===== src/rtl/condition_flag_unit.sv =====
// NZCV flag register plus a one-entry condition-check result buffer; condPass appears one cycle after accept.
// Backpressure: condReady drops only while a result is held and resultReady is low; same-cycle flag updates forward into the check.
module condition_flag_unit (
  input  logic       clk,
  input  logic       resetN,
  input  logic       aluN,
  input  logic       aluZ,
  input  logic       aluC,
  input  logic       aluV,
  input  logic [3:0] aluOpCode,
  input  logic       flagWrite,
  input  logic       shifterCarry,
  output logic [3:0] flags,
  output logic       carryOut,
  input  logic       condValid,
  input  logic [3:0] cond,
  output logic       condReady,
  output logic       condPassValid,
  output logic       condPass,
  input  logic       resultReady
);

  typedef enum logic {EMPTY = 1'b0, FULL = 1'b1} state_t;

  state_t     state, state_nxt;
  logic       pass_nxt;
  logic       is_cmp, is_arith, flag_upd, accept;
  logic [3:0] flags_nxt;

  // flags layout is {N,Z,C,V}
  function automatic logic cond_eval(input logic [3:0] c, input logic [3:0] f);
    logic n, z, cy, v;
    n  = f[3];
    z  = f[2];
    cy = f[1];
    v  = f[0];
    case (c)
      4'b0000: cond_eval = z;
      4'b0001: cond_eval = !z;
      4'b0010: cond_eval = cy;
      4'b0011: cond_eval = !cy;
      4'b0100: cond_eval = n;
      4'b0101: cond_eval = !n;
      4'b0110: cond_eval = v;
      4'b0111: cond_eval = !v;
      4'b1000: cond_eval = cy & !z;
      4'b1001: cond_eval = !cy | z;
      4'b1010: cond_eval = (n == v);
      4'b1011: cond_eval = (n != v);
      4'b1100: cond_eval = !z & (n == v);
      4'b1101: cond_eval = z | (n != v);
      4'b1110: cond_eval = 1'b1;
      default: cond_eval = 1'b0;
    endcase
  endfunction

  // TST/TEQ/CMP/CMN update flags regardless of the S-bit
  always_comb begin
    is_cmp    = (aluOpCode[3:2] == 2'b10);
    is_arith  = (aluOpCode inside {[4'd2:4'd7], 4'd10, 4'd11});
    flag_upd  = flagWrite | is_cmp;
    flags_nxt = flags;
    if (flag_upd) begin
      flags_nxt[3] = aluN;
      flags_nxt[2] = aluZ;
      flags_nxt[1] = is_arith ? aluC : shifterCarry;
      flags_nxt[0] = is_arith ? aluV : flags[0];
    end
  end

  always_comb begin
    state_nxt     = state;
    pass_nxt      = condPass;
    condPassValid = (state == FULL);
    condReady     = (state == EMPTY) | resultReady;
    accept        = condValid & condReady;
    if (accept) begin
      state_nxt = FULL;
      pass_nxt  = cond_eval(cond, flags_nxt);
    end else if ((state == FULL) && resultReady) begin
      state_nxt = EMPTY;
    end
  end

  always_ff @(posedge clk or negedge resetN) begin
    if (!resetN) begin
      state    <= EMPTY;
      condPass <= 1'b0;
      flags    <= 4'b0000;
    end else begin
      state    <= state_nxt;
      condPass <= pass_nxt;
      flags    <= flags_nxt;
    end
  end

  assign carryOut = flags[1];

endmodule


===== config.mk =====
export PLATFORM = sky130hd
export DESIGN_NAME = condition_flag_unit
export DESIGN_NICKNAME = d
export VERILOG_FILES = /design/src/rtl/condition_flag_unit.sv
export SDC_FILE = /design/constraint.sdc
export NUM_CORES = 1
export LEC_CHECK = 0
export ABC_AREA = 1
export ABC_CLOCK_PERIOD_IN_PS = 1400
export BUFFER_PORTS_ARGS = -buffer_cell sky130_fd_sc_hd__buf_2
export CORE_ASPECT_RATIO = 0.6
export CORE_MARGIN = 4
export CORE_UTILIZATION = 23
export DETAILED_ROUTE_END_ITERATION = 8
export PLACE_DENSITY = 0.51
export SYNTH_ARGS = -nofsm -noshare
export SYNTH_HDL_FRONTEND = slang
export SYNTH_SLANG_ARGS = --single-unit

===== constraint.sdc =====
create_clock -name clk -period 1.4 [get_ports clk]
set_input_delay 0.07 -clock clk [delete_from_list [all_inputs] [get_ports clk]]
set_output_delay 0.07 -clock clk [all_outputs]
set_load 0.005 [all_outputs]

Word-level counts from Yosys, hierarchy flattened
Cells that the tools add are included.
- order comparisons: 2
- equality and inequality tests: 19
- mux-type cells: 6
- bitwise gates (word level): 8
- reductions and logical operators: 9
- operators with widths (operator ; number):
    $eq 4x4->1 const B ; 9
    $eq 4x3->1 const B ; 4
    $pmux 1 s15 ; 1
    $eq 4x2->1 const B ; 2
    $eq 4x1->1 const B ; 1
    $ge 4x2->1 const B ; 1
    $le 4x3->1 const B ; 1
    $logic_not 1->1 ; 4
    $logic_not 4->1 ; 1
    $mux 1 ; 4
    $mux 4 ; 1
    $or 1x1->1 ; 4
    $and 1x1->1 ; 3
    $reduce_bool 3->1 ; 1
    $eq 2x2->1 const B ; 1
    $logic_and 1x1->1 ; 2
    $reduce_bool 2->1 ; 1
    $eq 1x1->1 ; 1
    $ne 1x1->1 ; 1
    $not 1->1 ; 1
- register bits after elaboration: 6
- input port bits: 18
- output and inout bits: 8
- logic and storage cells: 47

Longest topological paths before layout
- word-level depth: 8
- mapped depth: 15

Worst setup path after synthesis
Ideal clock, no wire load.
- path type: register to register
- start: reg flags[3]
- end: reg condPass
- library setup time: 116 ps
- arrival time: 1086 ps
- required time: 1284 ps
- setup slack: 198 ps
- cell stages (with the launch flop): 13
- buffers on the path: 0
- period minus slack after synthesis: 1202 ps
- cell sequence: dfrtp_1 > inv_1 > nand3_1 > nand2_2 > nand3_1 > nand3_1 > nand2_1 > nand2_1 > nand2_1 > nor2_1 > nand2_1 > nand2_1 > nand2_1
- longest elaborated chain between the ends: 4
- RTL lines (element ; line ; text):
    from (decl) ; 13 ; output logic [3:0] flags,
    from (signal assigned) ; 93 ; flags <= flags_nxt;
    $mux 4 * ; 63 ; if (flag_upd) begin
    $ne 1x1->1 or $eq 1x1->1 (tied branches) ; -- ;
    $or 1x1->1 or $and 1x1->1 (tied branches) ; 51, 50 ;
    $pmux 1 s15 * ; 37 ; case (c)
    to (signal assigned) ; 92 ; condPass <= pass_nxt;
    to (decl) ; 19 ; output logic condPass,
Mark *: on every way between the ends. The rest lies on a longest branch, timed or not.
A chain may end at the register's enable or synchronous reset.

Worst setup path in the final report
Ends and elaborated chain as after synthesis.

==> impl_results.md <==
* Number of storage elements in the synthesis netlist at 6
* Synth top area share at 23.8%
* Root buffer cell: clkbuf_8
* Final WL at 1670 µm
* Min Hold Slack at 0.0910 ns
* Total cell area at the placement stage at 783 µm²
* DIE AREA at 3670 µm²
* R2R Setup Slk at 0.11 ns
* Combinational family with the most area after synthesis: simple AND/OR/NAND/NOR gates
* Critical path peak fanout at 4
* Fraction of synthesized area in multiplexers at 0%
* Vias in the first global route at 629
* Capturing point of the worst reg2reg path: condPass
* # IOs at 26
* Final Slew Violations at 0
* Post-synthesis xor/xnor area fraction at 0%
* Total number of yosys warnings at 0
* H-tree level count at 1
* Max Cap Violations at 0
* Pre-antenna DRT Iters at 4
* Filler cell count at 294
* CP endpoint kind: register
* Share of cells above drive strength 1 at 35.8%
* Cell count after placement at 162
* Hold crit path type: input pin to register
* Diodes inserted at 0
* Worst-case reg-to-reg path depth at 12
* Maximum buffer depth of the clock tree at 2
* Run status: complete, no violations
* Worst ir drop on vdd at 0.190 mV
* Maximum frequency from static timing analysis at 774 MHz
* Combined flip-flop and latch cell area at 150 µm²
* Largest clock skew in the final design at 0.00107 ns
* Transition time of the tightest slew-check pin at 0.255 ns
* Fin crit period at 1.29 ns
* Global-route wire length before repair at 2660 µm
* Clock sink total at 6
* Per-cell via count in the routed design at 4.23
* Die Span X at 75.6 µm
* Yosys cell types at 16
* Required time at the worst-slack endpoint at 1.51 ns
* Sequential fraction of the synthesis area at 23.8%
* Number of antenna violations at the first check in global routing at 0
* Total power per unit cell area at 845 nW/µm²
* Effective utilization at floorplan at 24.7%
* Final weighted congestion of routability-driven global placement at 0.783
* Clock tree from TritonCTS: built
* Post-synthesis adder-cell area fraction at 0%
* Total number of vias at 702
* Relative slew slack at 83.0%
* Syn Nets at 125
* Pleak at 0.523 nW
* Core region area at 2560 µm²
* Height of the die at 48.6 µm
* Post-detailed-placement half-perimeter wirelength at 1420 µm
* Area share of and/or/nand/nor cells after synthesis at 58.1%
* Worst hold stages at 3
* Largest net degree at the start of global routing at 10
* Count of placed standard cells in the final layout, fillers left out at 166
* Start point of the worst hold path: condValid
* Final core utilization at 33.6%
* Type of the worst setup path: register to register
* Clk pin slew, worst setup/hold paths at 0.03 ns
* Non-Filler Cell Area, Final at 860 µm²
* Final setup viols at 0
* Avg WL per Cell at 10.1 µm
* Final period utilization at 92.3%
* Multi-input gate area in the final layout at 415 µm²
* Clock latency on the worst-skew pair at 0.22 ns
* Cell count after synthesis at 107
* Post-synthesis cell type with the largest combined area: dfrtp_1
* Combined area of all synthesized cells at 631 µm²
* Share of the synthesized area in compound gates (AO/OA/AOI/OAI) at 3.77%
* Startpoint types: register
* Mean area per synthesized cell at 5.89 µm²
* Final #Nets at 154
* Total global routing track utilization at 9.48%
* Area delta synth->final at 36.3%
* Number of port buffers at 24
* Clock buffers created by TritonCTS at 3
* Cell types occupying the most area after synthesis: dfrtp_1 (24%), nand2_1 (23%), nand3_1 (11%), inv_1 (11%), nand2_2 (6.0%)
* WHS Endpoint: condPassValid
* Summed negative setup slack over all endpoints at 0 ns
* GRT Residual Overflow at 0
* DRC violations left at 0
* Hold Fails Final Rpt at 0
* Arrival time at the worst endpoint at 1.40 ns
* DR iter-0 viols at 30
* Count of nets left with antenna violations after detail routing at 0
* Number of standard-cell rows in the floorplan at 14
* Launching point of the worst reg2reg path: flags[3]
==> registers in the layout (all words and copies together) (netlist names) <==
name,count
condPassValid,1
condPass,1
flags,4
==> cell type report <==
| type | instances | share of cell area [%] |
|---|---|---|
| Timing Repair Buffer | 25 | 15.1 |
| Tap cell | 32 | 4.66 |
| Sequential cell | 6 | 17.5 |
| Multi-Input combinational cell | 78 | 48.3 |
| Inverter | 22 | 9.61 |
| Clock buffer | 3 | 4.80 |
==> stage by stage <==
stage	worst slack, ns	power [mW]
after detailed placement	0.0758	0.466
final	0.108	0.726
after global routing	-0.00117	0.789
after global placement	0.0849	0.462
after CTS	0.0688	0.728
after floorplan	0.198	0.374
==> placed cells by master, fill, tap and decap left out <==
master	instances
dfrtp_1	6
nor3_1	2
nand3_2	6
a21oi_1	1
o21ai_2	1
o21ai_1	2
nand3_1	10
or2_0	1
clkbuf_8	3
nand2_2	5
inv_2	4
nand2_8	1
nand2_1	39
dlygate4sd3_1	1
buf_2	24
nor2_1	6
inv_1	18
nand2_4	4
==> worst max-delay path, stage by stage, from the launching register on <==
cell and delay [ns]:
dfrtp_1 0.38, inv_1 0.07, nand3_2 0.09, nand2_4 0.10
nand3_2 0.07, nand3_2 0.07, nand2_1 0.05, nand2_1 0.05
nand2_1 0.04, nor2_1 0.09, nand2_1 0.07, nand2_1 0.06
nand2_1 0.04
==> power by group <==
| part | total (mW) | switching, mW | internal [mW] |
|---|---|---|---|
| clock | 0.251 | 0.0667 | 0.184 |
| sequential | 0.212 | 0.0147 | 0.198 |
| combinational | 0.263 | 0.160 | 0.104 |
==> worst max path at each step <==
stage,depth (start not counted),endpoint,slack [ns],start
6_report,12,condPass,0.11,flags[3]
5_1_grt,12,condPass,-0.001,flags[3]
4_1_cts,12,condPass,0.07,flags[3]
3_5_place_dp,13,condPass,0.08,aluOpCode[2]
3_3_place_gp,12,condPass,0.08,flags[3]
2_1_floorplan,12,condPass,0.20,flags[3]
==> what timing repair did <==
item | in CTS | in global routing
setup buffers | 0 | 0
endpoints found under the hold margin | 6 | 0
gates resized for setup | 0 | 5
setup endpoints to repair | 0 | 1
hold buffers | 1 | 0
==> Yosys cell counts (all sizes together) <==
cell type	number
o21ai	3
dfrtp	6
or2	1
nor2	6
buf	1
a21oi	1
inv	22
nand3	16
nor3	2
nand2	49
==> kinds of logic after synthesis <==
family / count (synthesis)
AOI/OAI and AO/OA: 4
DFF: 6
buffers and inverters: 23
and+or+nand+nor: 74
==> metal layers <==
metal  wire length [µm]  share of wire [%]  up-vias  track usage [%]
met4                 13               0.78        0             4.36
met1                892                 53      303             14.5
met5                  0                  0        -                0
met3                132                7.9        2             2.69
met2                636                 38       20             11.7
li1                   -                  -      377                -
No activity file was read; power rests on OpenSTA's default activity.
